File: src/rtl/neural_net_pkg.sv
// neural_net_pkg: shared sizing, FSM state type and fixed-point helpers for the MLP engine.
// Define NN_SAT_EN to make requantization saturate instead of wrapping.
package neural_net_pkg;

    localparam int NN_N_IN   = 4;
    localparam int NN_N_HID  = 4;
    localparam int NN_N_OUT  = 2;
    localparam int NN_DATA_W = 8;
    localparam int NN_FRAC_W = 4;
    localparam int NN_ACC_W  = 20;

    function automatic int nn_hb(int n_in, int n_hid);
        return n_hid * (n_in + 1);
    endfunction

    function automatic int nn_depth(int n_in, int n_hid, int n_out);
        return nn_hb(n_in, n_hid) + n_out * (n_hid + 1);
    endfunction

    localparam int NN_HB    = nn_hb(NN_N_IN, NN_N_HID);
    localparam int NN_DEPTH = NN_HB + NN_N_OUT * (NN_N_HID + 1);
    localparam int NN_AW    = $clog2(NN_DEPTH);

    typedef enum logic [1:0] {
        ST_IDLE,
        ST_HID,
        ST_OUT,
        ST_DONE
    } nn_state_e;

    typedef logic signed [NN_DATA_W-1:0] nn_data_t;
    typedef logic signed [NN_ACC_W-1:0]  nn_acc_t;

`ifdef NN_SAT_EN
    localparam nn_acc_t NN_SAT_HI = nn_acc_t'(2 ** (NN_DATA_W - 1) - 1);
    localparam nn_acc_t NN_SAT_LO = nn_acc_t'(-(2 ** (NN_DATA_W - 1)));
`endif

    function automatic nn_data_t nn_requant(nn_acc_t s);
        nn_acc_t sh;
        sh = s >>> NN_FRAC_W;
`ifdef NN_SAT_EN
        if (sh > NN_SAT_HI) begin
            return NN_SAT_HI[NN_DATA_W-1:0];
        end
        if (sh < NN_SAT_LO) begin
            return NN_SAT_LO[NN_DATA_W-1:0];
        end
        return sh[NN_DATA_W-1:0];
`else
        return sh[NN_DATA_W-1:0];
`endif
    endfunction

    function automatic nn_data_t nn_relu(nn_data_t v);
        return v[NN_DATA_W-1] ? '0 : v;
    endfunction

endpackage

File: src/rtl/neural_net_if.sv
// neural_net_if: parameter-write, start and result bundle of the MLP engine.
// The master side loads parameters and starts runs; the slave side is the engine.
interface neural_net_if #(
    parameter int N_IN   = neural_net_pkg::NN_N_IN,
    parameter int N_OUT  = neural_net_pkg::NN_N_OUT,
    parameter int DATA_W = neural_net_pkg::NN_DATA_W,
    parameter int AW     = neural_net_pkg::NN_AW,
    parameter int CLW    = (N_OUT > 1) ? $clog2(N_OUT) : 1
);

    logic                     wr_en_i;
    logic [AW-1:0]            wr_addr_i;
    logic signed [DATA_W-1:0] wr_data_i;
    logic                     start_i;
    logic [N_IN*DATA_W-1:0]   x_i;
    logic                     busy_o;
    logic                     done_o;
    logic [N_OUT*DATA_W-1:0]  y_o;
    logic [CLW-1:0]           class_o;

    modport master (
        output wr_en_i, wr_addr_i, wr_data_i, start_i, x_i,
        input  busy_o, done_o, y_o, class_o
    );

    modport slave (
        input  wr_en_i, wr_addr_i, wr_data_i, start_i, x_i,
        output busy_o, done_o, y_o, class_o
    );

endinterface

File: src/rtl/neural_net_mac.sv
// nn_mac: shared signed multiply-accumulate with bias preload and requantized
// view of the running sum including the current product.
module nn_mac
    import neural_net_pkg::*;
#(
    parameter int DATA_W = NN_DATA_W,
    parameter int FRAC_W = NN_FRAC_W,
    parameter int ACC_W  = NN_ACC_W
) (
    input  logic                     clk_i,
    input  logic                     reset_ni,
    input  logic                     clr_i,
    input  logic                     load_i,
    input  logic                     acc_en_i,
    input  logic signed [DATA_W-1:0] bias_i,
    input  logic signed [DATA_W-1:0] w_i,
    input  logic signed [DATA_W-1:0] a_i,
    output logic signed [DATA_W-1:0] q_o
);

    logic signed [ACC_W-1:0]    acc_q;
    logic signed [ACC_W-1:0]    acc_d;
    logic signed [ACC_W-1:0]    sum;
    logic signed [2*DATA_W-1:0] prod;

    assign prod = w_i * a_i;
    assign sum  = acc_q + ACC_W'(prod);
    assign q_o  = nn_requant(sum);

    always_comb begin
        acc_d = acc_q;
        if (clr_i) begin
            acc_d = '0;
        end else if (load_i) begin
            acc_d = ACC_W'(bias_i) <<< FRAC_W;
        end else if (acc_en_i) begin
            acc_d = sum;
        end
    end

    always_ff @(posedge clk_i or negedge reset_ni) begin
        if (!reset_ni) begin
            acc_q <= '0;
        end else begin
            acc_q <= acc_d;
        end
    end

endmodule

File: src/rtl/neural_net_top.sv
// neural_net_top: 2-layer fixed-point MLP (ReLU hidden, linear output, argmax)
// on one time-shared MAC. Define NN_SAT_EN for saturating requantization.
module neural_net_top
    import neural_net_pkg::*;
#(
    parameter int N_IN   = NN_N_IN,
    parameter int N_HID  = NN_N_HID,
    parameter int N_OUT  = NN_N_OUT,
    parameter int DATA_W = NN_DATA_W,
    parameter int FRAC_W = NN_FRAC_W,
    parameter int ACC_W  = NN_ACC_W
) (
    input  logic        clk_i,
    input  logic        reset_ni,
    neural_net_if.slave bus
);

    localparam int HB    = nn_hb(N_IN, N_HID);
    localparam int DEPTH = nn_depth(N_IN, N_HID, N_OUT);
    localparam int AW    = $clog2(DEPTH);
    localparam int CLW   = (N_OUT > 1) ? $clog2(N_OUT) : 1;
    localparam int KW    = $clog2(((N_IN > N_HID) ? N_IN : N_HID) + 1);
    localparam int NMAX  = (N_HID > N_OUT) ? N_HID : N_OUT;
    localparam int NW    = (NMAX > 1) ? $clog2(NMAX) : 1;
    localparam int XW    = (N_IN > 1) ? $clog2(N_IN) : 1;
    localparam int HW    = (N_HID > 1) ? $clog2(N_HID) : 1;

    nn_state_e               state_q;
    logic [KW-1:0]           k_q;
    logic [NW-1:0]           n_q;
    logic                    busy_q;
    logic                    done_q;
    logic [N_OUT*DATA_W-1:0] y_q;
    logic [CLW-1:0]          class_q;

    logic signed [DATA_W-1:0] prm_q [DEPTH];
    logic signed [DATA_W-1:0] x_q   [N_IN];
    logic signed [DATA_W-1:0] hid_q [N_HID];
    logic signed [DATA_W-1:0] yw_q  [N_OUT];

    logic                     in_hid;
    logic                     mac_on;
    logic                     ready;
    logic                     start_ok;
    logic                     wr_ok;
    logic                     last_k;
    logic                     last_n;
    logic [KW-1:0]            fan;
    logic [KW-1:0]            aidx;
    logic [AW-1:0]            rd_addr;
    logic signed [DATA_W-1:0] w;
    logic signed [DATA_W-1:0] a;
    logic signed [DATA_W-1:0] q;
    logic signed [DATA_W-1:0] y_sel [N_OUT];
    logic [N_OUT*DATA_W-1:0]  y_d;
    logic [CLW-1:0]           class_d;

    assign in_hid   = (state_q == ST_HID);
    assign mac_on   = in_hid || (state_q == ST_OUT);
    assign ready    = (state_q == ST_IDLE) || (state_q == ST_DONE);
    assign start_ok = ready && bus.start_i;
    assign wr_ok    = ready && bus.wr_en_i
                   && ({1'b0, bus.wr_addr_i} < (AW + 1)'(DEPTH));

    assign fan    = in_hid ? KW'(N_IN) : KW'(N_HID);
    assign last_k = (k_q == fan);
    assign last_n = in_hid ? (n_q == NW'(N_HID - 1))
                           : (n_q == NW'(N_OUT - 1));
    assign aidx   = (k_q == '0) ? '0 : k_q - KW'(1);

    // Step 0 fetches the bias slot; step k fetches weight k-1.
    always_comb begin
        rd_addr = in_hid ? AW'(int'(n_q) * (N_IN + 1))
                         : AW'(HB + int'(n_q) * (N_HID + 1));
        rd_addr = rd_addr + ((k_q == '0) ? AW'(fan) : AW'(aidx));
    end

    assign w = prm_q[rd_addr];
    assign a = in_hid ? x_q[XW'(aidx)] : hid_q[HW'(aidx)];

    nn_mac #(
        .DATA_W (DATA_W),
        .FRAC_W (FRAC_W),
        .ACC_W  (ACC_W)
    ) u_mac (
        .clk_i    (clk_i),
        .reset_ni (reset_ni),
        .clr_i    (start_ok),
        .load_i   (mac_on && (k_q == '0)),
        .acc_en_i (mac_on && (k_q != '0)),
        .bias_i   (w),
        .w_i      (w),
        .a_i      (a),
        .q_o      (q)
    );

    always_comb begin
        y_d     = '0;
        class_d = '0;
        for (int o = 0; o < N_OUT; o++) begin
            y_sel[o] = (NW'(o) == n_q) ? q : yw_q[o];
            y_d[o*DATA_W +: DATA_W] = y_sel[o];
        end
        for (int o = 1; o < N_OUT; o++) begin
            if (y_sel[o] > y_sel[class_d]) begin
                class_d = CLW'(o);
            end
        end
    end

    always_ff @(posedge clk_i or negedge reset_ni) begin
        if (!reset_ni) begin
            state_q <= ST_IDLE;
            k_q     <= '0;
            n_q     <= '0;
            busy_q  <= 1'b0;
            done_q  <= 1'b0;
            y_q     <= '0;
            class_q <= '0;
            for (int i = 0; i < DEPTH; i++) prm_q[i] <= '0;
            for (int i = 0; i < N_IN; i++)  x_q[i]   <= '0;
            for (int i = 0; i < N_HID; i++) hid_q[i] <= '0;
            for (int i = 0; i < N_OUT; i++) yw_q[i]  <= '0;
        end else begin
            done_q <= 1'b0;
            if (wr_ok) begin
                prm_q[bus.wr_addr_i] <= bus.wr_data_i;
            end
            unique case (state_q)
                ST_IDLE, ST_DONE: begin
                    state_q <= ST_IDLE;
                    if (bus.start_i) begin
                        state_q <= ST_HID;
                        busy_q  <= 1'b1;
                        k_q     <= '0;
                        n_q     <= '0;
                        for (int i = 0; i < N_IN; i++) begin
                            x_q[i] <= bus.x_i[i*DATA_W +: DATA_W];
                        end
                    end
                end
                ST_HID: begin
                    k_q <= last_k ? '0 : k_q + KW'(1);
                    if (last_k) begin
                        hid_q[HW'(n_q)] <= nn_relu(q);
                        n_q <= last_n ? '0 : n_q + NW'(1);
                        if (last_n) begin
                            state_q <= ST_OUT;
                        end
                    end
                end
                ST_OUT: begin
                    k_q <= last_k ? '0 : k_q + KW'(1);
                    if (last_k) begin
                        yw_q[CLW'(n_q)] <= q;
                        n_q <= last_n ? '0 : n_q + NW'(1);
                        if (last_n) begin
                            state_q <= ST_DONE;
                            busy_q  <= 1'b0;
                            done_q  <= 1'b1;
                            y_q     <= y_d;
                            class_q <= class_d;
                        end
                    end
                end
                default: state_q <= ST_IDLE;
            endcase
        end
    end

    assign bus.busy_o  = busy_q;
    assign bus.done_o  = done_q;
    assign bus.y_o     = y_q;
    assign bus.class_o = class_q;

endmodule

File: src/flat_wrapper.sv
// flat-port wrapper written by rule: the top's interface ports become plain ports
module neural_net_top_flat import neural_net_pkg::*;
#(
    parameter int N_IN   = NN_N_IN,
    parameter int N_HID  = NN_N_HID,
    parameter int N_OUT  = NN_N_OUT,
    parameter int DATA_W = NN_DATA_W,
    parameter int FRAC_W = NN_FRAC_W,
    parameter int ACC_W  = NN_ACC_W
)
  (clk_i, reset_ni, bus_wr_en_i, bus_wr_addr_i, bus_wr_data_i, bus_start_i, bus_x_i, bus_busy_o, bus_done_o, bus_y_o, bus_class_o);
  neural_net_if #(.N_IN(N_IN), .N_OUT(N_OUT), .DATA_W(DATA_W)) bus_i ();
  input  logic clk_i;
  input  logic reset_ni;
  input wire logic [$bits(bus_i.wr_en_i)-1:0] bus_wr_en_i;
  input wire logic [$bits(bus_i.wr_addr_i)-1:0] bus_wr_addr_i;
  input wire logic [$bits(bus_i.wr_data_i)-1:0] bus_wr_data_i;
  input wire logic [$bits(bus_i.start_i)-1:0] bus_start_i;
  input wire logic [$bits(bus_i.x_i)-1:0] bus_x_i;
  output wire logic [$bits(bus_i.busy_o)-1:0] bus_busy_o;
  output wire logic [$bits(bus_i.done_o)-1:0] bus_done_o;
  output wire logic [$bits(bus_i.y_o)-1:0] bus_y_o;
  output wire logic [$bits(bus_i.class_o)-1:0] bus_class_o;
  assign bus_i.wr_en_i = bus_wr_en_i;
  assign bus_i.wr_addr_i = bus_wr_addr_i;
  assign bus_i.wr_data_i = bus_wr_data_i;
  assign bus_i.start_i = bus_start_i;
  assign bus_i.x_i = bus_x_i;
  assign bus_busy_o = bus_i.busy_o;
  assign bus_done_o = bus_i.done_o;
  assign bus_y_o = bus_i.y_o;
  assign bus_class_o = bus_i.class_o;
  neural_net_top #(.N_IN(N_IN), .N_HID(N_HID), .N_OUT(N_OUT), .DATA_W(DATA_W), .FRAC_W(FRAC_W), .ACC_W(ACC_W)) u_core (.clk_i(clk_i), .reset_ni(reset_ni), .bus(bus_i));
endmodule
File: config.mk
export PLATFORM = sky130hd
export DESIGN_NAME = neural_net_top_flat
export DESIGN_NICKNAME = d
export VERILOG_FILES = /design/src/rtl/neural_net_pkg.sv /design/src/rtl/neural_net_if.sv /design/src/rtl/neural_net_mac.sv /design/src/rtl/neural_net_top.sv /design/src/flat_wrapper.sv
export SDC_FILE = /design/constraint.sdc
export NUM_CORES = 1
export LEC_CHECK = 0
export ABC_AREA = 1
export CAP_MARGIN = 30
export CORE_MARGIN = 4
export CORE_UTILIZATION = 60
export DETAILED_ROUTE_END_ITERATION = 10
export DONT_BUFFER_PORTS = 1
export GPL_TIMING_DRIVEN = 1
export PLACE_DENSITY = 0.84
export SYNTH_ARGS = -nofsm -noshare
export SYNTH_HDL_FRONTEND = slang
export SYNTH_HIERARCHICAL = 1
export SYNTH_SLANG_ARGS = --single-unit
File: constraint.sdc
create_clock -name clk_i -period 11.9 [get_ports clk_i]
set_clock_uncertainty 0.1 [all_clocks]
set_input_delay 1.785 -clock clk_i [delete_from_list [all_inputs] [get_ports clk_i]]
set_output_delay 1.785 -clock clk_i [all_outputs]
set_load 0.02 [all_outputs]
==> qor.csv <==
stage,metric,value,unit
status,status,"complete, no violations",
place,Placed Cells,2901,
floorplanning,Die X,188,um
global_route,first-pass GRT wire length,83100,um
critical_path,Crit. End Element,flip-flop,
timing,Fmax,0.0962,GHz
detailed_routing,Iter 0 DRT Violations,1780,
clock_network,clock root cell,clkbuf_16,
floorplanning,Row Count,65,
detailed_routing,routed len/inst,16.9,um
global_route,largest net degree at the start of global routing,355,
floorplanning,die height,188,um
layout,diode count,0,
floorplanning,# IOs,68,
critical_path,CP max stage cell,nand2_1,
synthesis,#FFs+latches synth,354,
detailed_routing,final wirelength,50200,um
clock_network,hold_buf cts,0,
synthesis,distinct cell type count after synthesis,34,
timing,relative max-transition margin,0.192,
layout,Seq. cell area,0.00886,mm2
detailed_routing,vias post-DR,16870,
critical_path,R2R setup slack,1.50,ns
critical_path,Worst Setup Start Kind,flip-flop,
layout,Nets,2653,
synthesis,"Async S/R FF share, synth",1.00,
critical_path,peak fanout along the critical path,86,
clock_network,clock sink count,354,
global_route,gr ovfl total,0,
place,port bufs,0,
global_route,initial antenna violation count,0,
timing,crit share post-route,0.874,
timing,fin. max-slew vios,0,
timing,RSZ-0062 raised after global routing,false,
critical_path,Worst EP arrival,10.72,ns
layout,area taken by multi-input logic gates,0.00892,mm2
clock_network,H-Tree Depth,2,
critical_path,CP most frequent cell,nand2_1,
layout,post-route insts no fill,2973,
clock_network,worst skew pair latency,0.54,ns
critical_path,critical path required time,12.22,ns
job,max_cap viols,0,
critical_path,CP max stage delay,0.82,ns
synthesis,Post-Synthesis Cells,2593,
synthesis,Syn Area/Cell,7.52,um2
global_route,gr usage total,0.284,
floorplanning,total core area,0.0318,mm2
synthesis,syn_nets,2738,
synthesis,YS warnings,6,
layout,Filler Cell Count,2628,
timing,final hold vios,0,
global_route,vias in the first global route,16706,
synthesis,Post-Syn Area,0.0195,mm2
layout,"commonest non-fill, non-tap cell in the layout",nand2_1,
detailed_routing,DRT antenna net count,0,
clock_network,CTS tree,built,
synthesis,Yosys top cell area share,0.455,
clock_network,CTS buffer count,40,
timing,Tmin final,10.40,ns
clock_network,Clock Tree Buf Depth,3,
timing,Tightest Pin Transition,1.21,ns
layout,most frequent cells in the layout,"nand2_1, o21ai_0, dfrtp_1",
synthesis,ranking of synthesized cells by area,"dfrtp_1, nand2_1, o21ai_0, inv_1, nand3_1",
min_path,worst hold-check path type,reg2reg,
synthesis,Post-synth EDFFs,0,
place,GPL Wtd Cong,0.940,
timing,"Setup violations, final",0,
clock_network,register clock-pin slew on the reported worst setup and hold paths,0.06,ns
synthesis,biggest area consumer among synthesized cells,dfrtp_1,
synthesis,"Seq/Total Area, Yosys",0.455,
timing,setup TNS,0,ns
synthesis,Most used DFF post-synth,dfrtp_1,
layout,Area Growth Syn to Fin,7.92,%
layout,share of cells above drive strength 1,0.0406,
detailed_routing,via/cell ratio,5.67,
floorplanning,Initial Utilization,0.613,
detailed_routing,drt drc,0,
critical_path,kind of critical path,reg2reg,
floorplanning,die area,0.0354,mm2
clock_network,cts repair resizes,0,
detailed_routing,drt first pass iters,7,
place,Post-DP HPWL,32900,um
clock_network,Post-CTS Setup Repair Bufs,0,
per-layer routing:
layer  GRT usage  share of wire  vias to the layer above
met4       0.128          0.042                        0
met2       0.483           0.49                      702
li1            -              -                     7947
met1       0.358           0.40                     8075
met5           0              0                        -
met3      0.0482          0.074                      146
layout make-up:
type,instances,area share
clock inverter,9,0.00291
tap,435,0.0259
sequential,354,0.421
timing repair buffer,18,0.0131
multi-input combinational,1792,0.424
inverter,302,0.0539
clock buffer,63,0.0589
stage by stage:
step / area, um2 / setup WS [ns] / hold WS, ns / util
floorplan: 19500 / 3.60 / 0.344 / -
global placement: 19500 / 1.89 / 0.359 / 0.614
detailed placement: 19700 / 1.83 / 0.364 / 0.621
CTS: 21000 / 1.78 / 0.378 / 0.661
global route: 21000 / 0.868 / 0.394 / 0.661
finish: 21000 / 1.50 / 0.378 / 0.661
synthesized netlist by cell type (all sizes together), types with 13 or more instances:
master,n
a21oi,24
nor2,77
ha,48
nand2,967
o211ai,14
fa,48
clkbuf,105
inv,299
dfrtp,354
or2,13
o21ai,366
buf,40
nand3,199
kinds of logic (layout without fill, tap and decap cells):
logic type	Yosys count	count (layout)	synth area share
and+or+nand+nor	1272	1272	0.262
DFF	354	354	0.455
adders and majority gates	96	96	0.0801
xor gates and xnor gates	10	10	0.00488
AOI/OAI and AO/OA	414	414	0.109
buffers and inverters	447	392	0.0889
final timing paths:
path | startpoint | endpoint | depth (start not counted)
max | u_core/k_q[0] | u_core/bus.class_o | 39
min | u_core/hid_q[9] | u_core/hid_q[9] | 2
max reg2reg | u_core/k_q[0] | u_core/bus.class_o | 39
min reg2reg | u_core/hid_q[9] | u_core/hid_q[9] | 2
max in group asynchronous | reset_ni | u_core/bus.y_o[1] | 0
min in group asynchronous | reset_ni | u_core/u_mac/acc_q[3] | 0
flip-flops by register name (all words and copies together), names as in the netlist, 2 cells and up:
name / count
u_core/bus.y_o: 16
u_core/x_q: 32
u_core/k_q: 3
u_core/yw_q: 16
u_core/state_q: 2
u_core/n_q: 2
u_core/prm_q: 240
u_core/u_mac/acc_q: 12
u_core/hid_q: 28
worst max-delay path: cells and delay by family (launching register included):
kind	cells	cell delay [ns]
simple gates	17	2.68
fa+ha+maj	9	3.84
compound gates	5	0.97
buf+inv	7	1.91
flops	1	0.39
xor+xnor	1	0.29
Power is left out: the tool's default activity adds up to more than one toggle a clock period on the data nets, which glitch-free logic cannot reach.
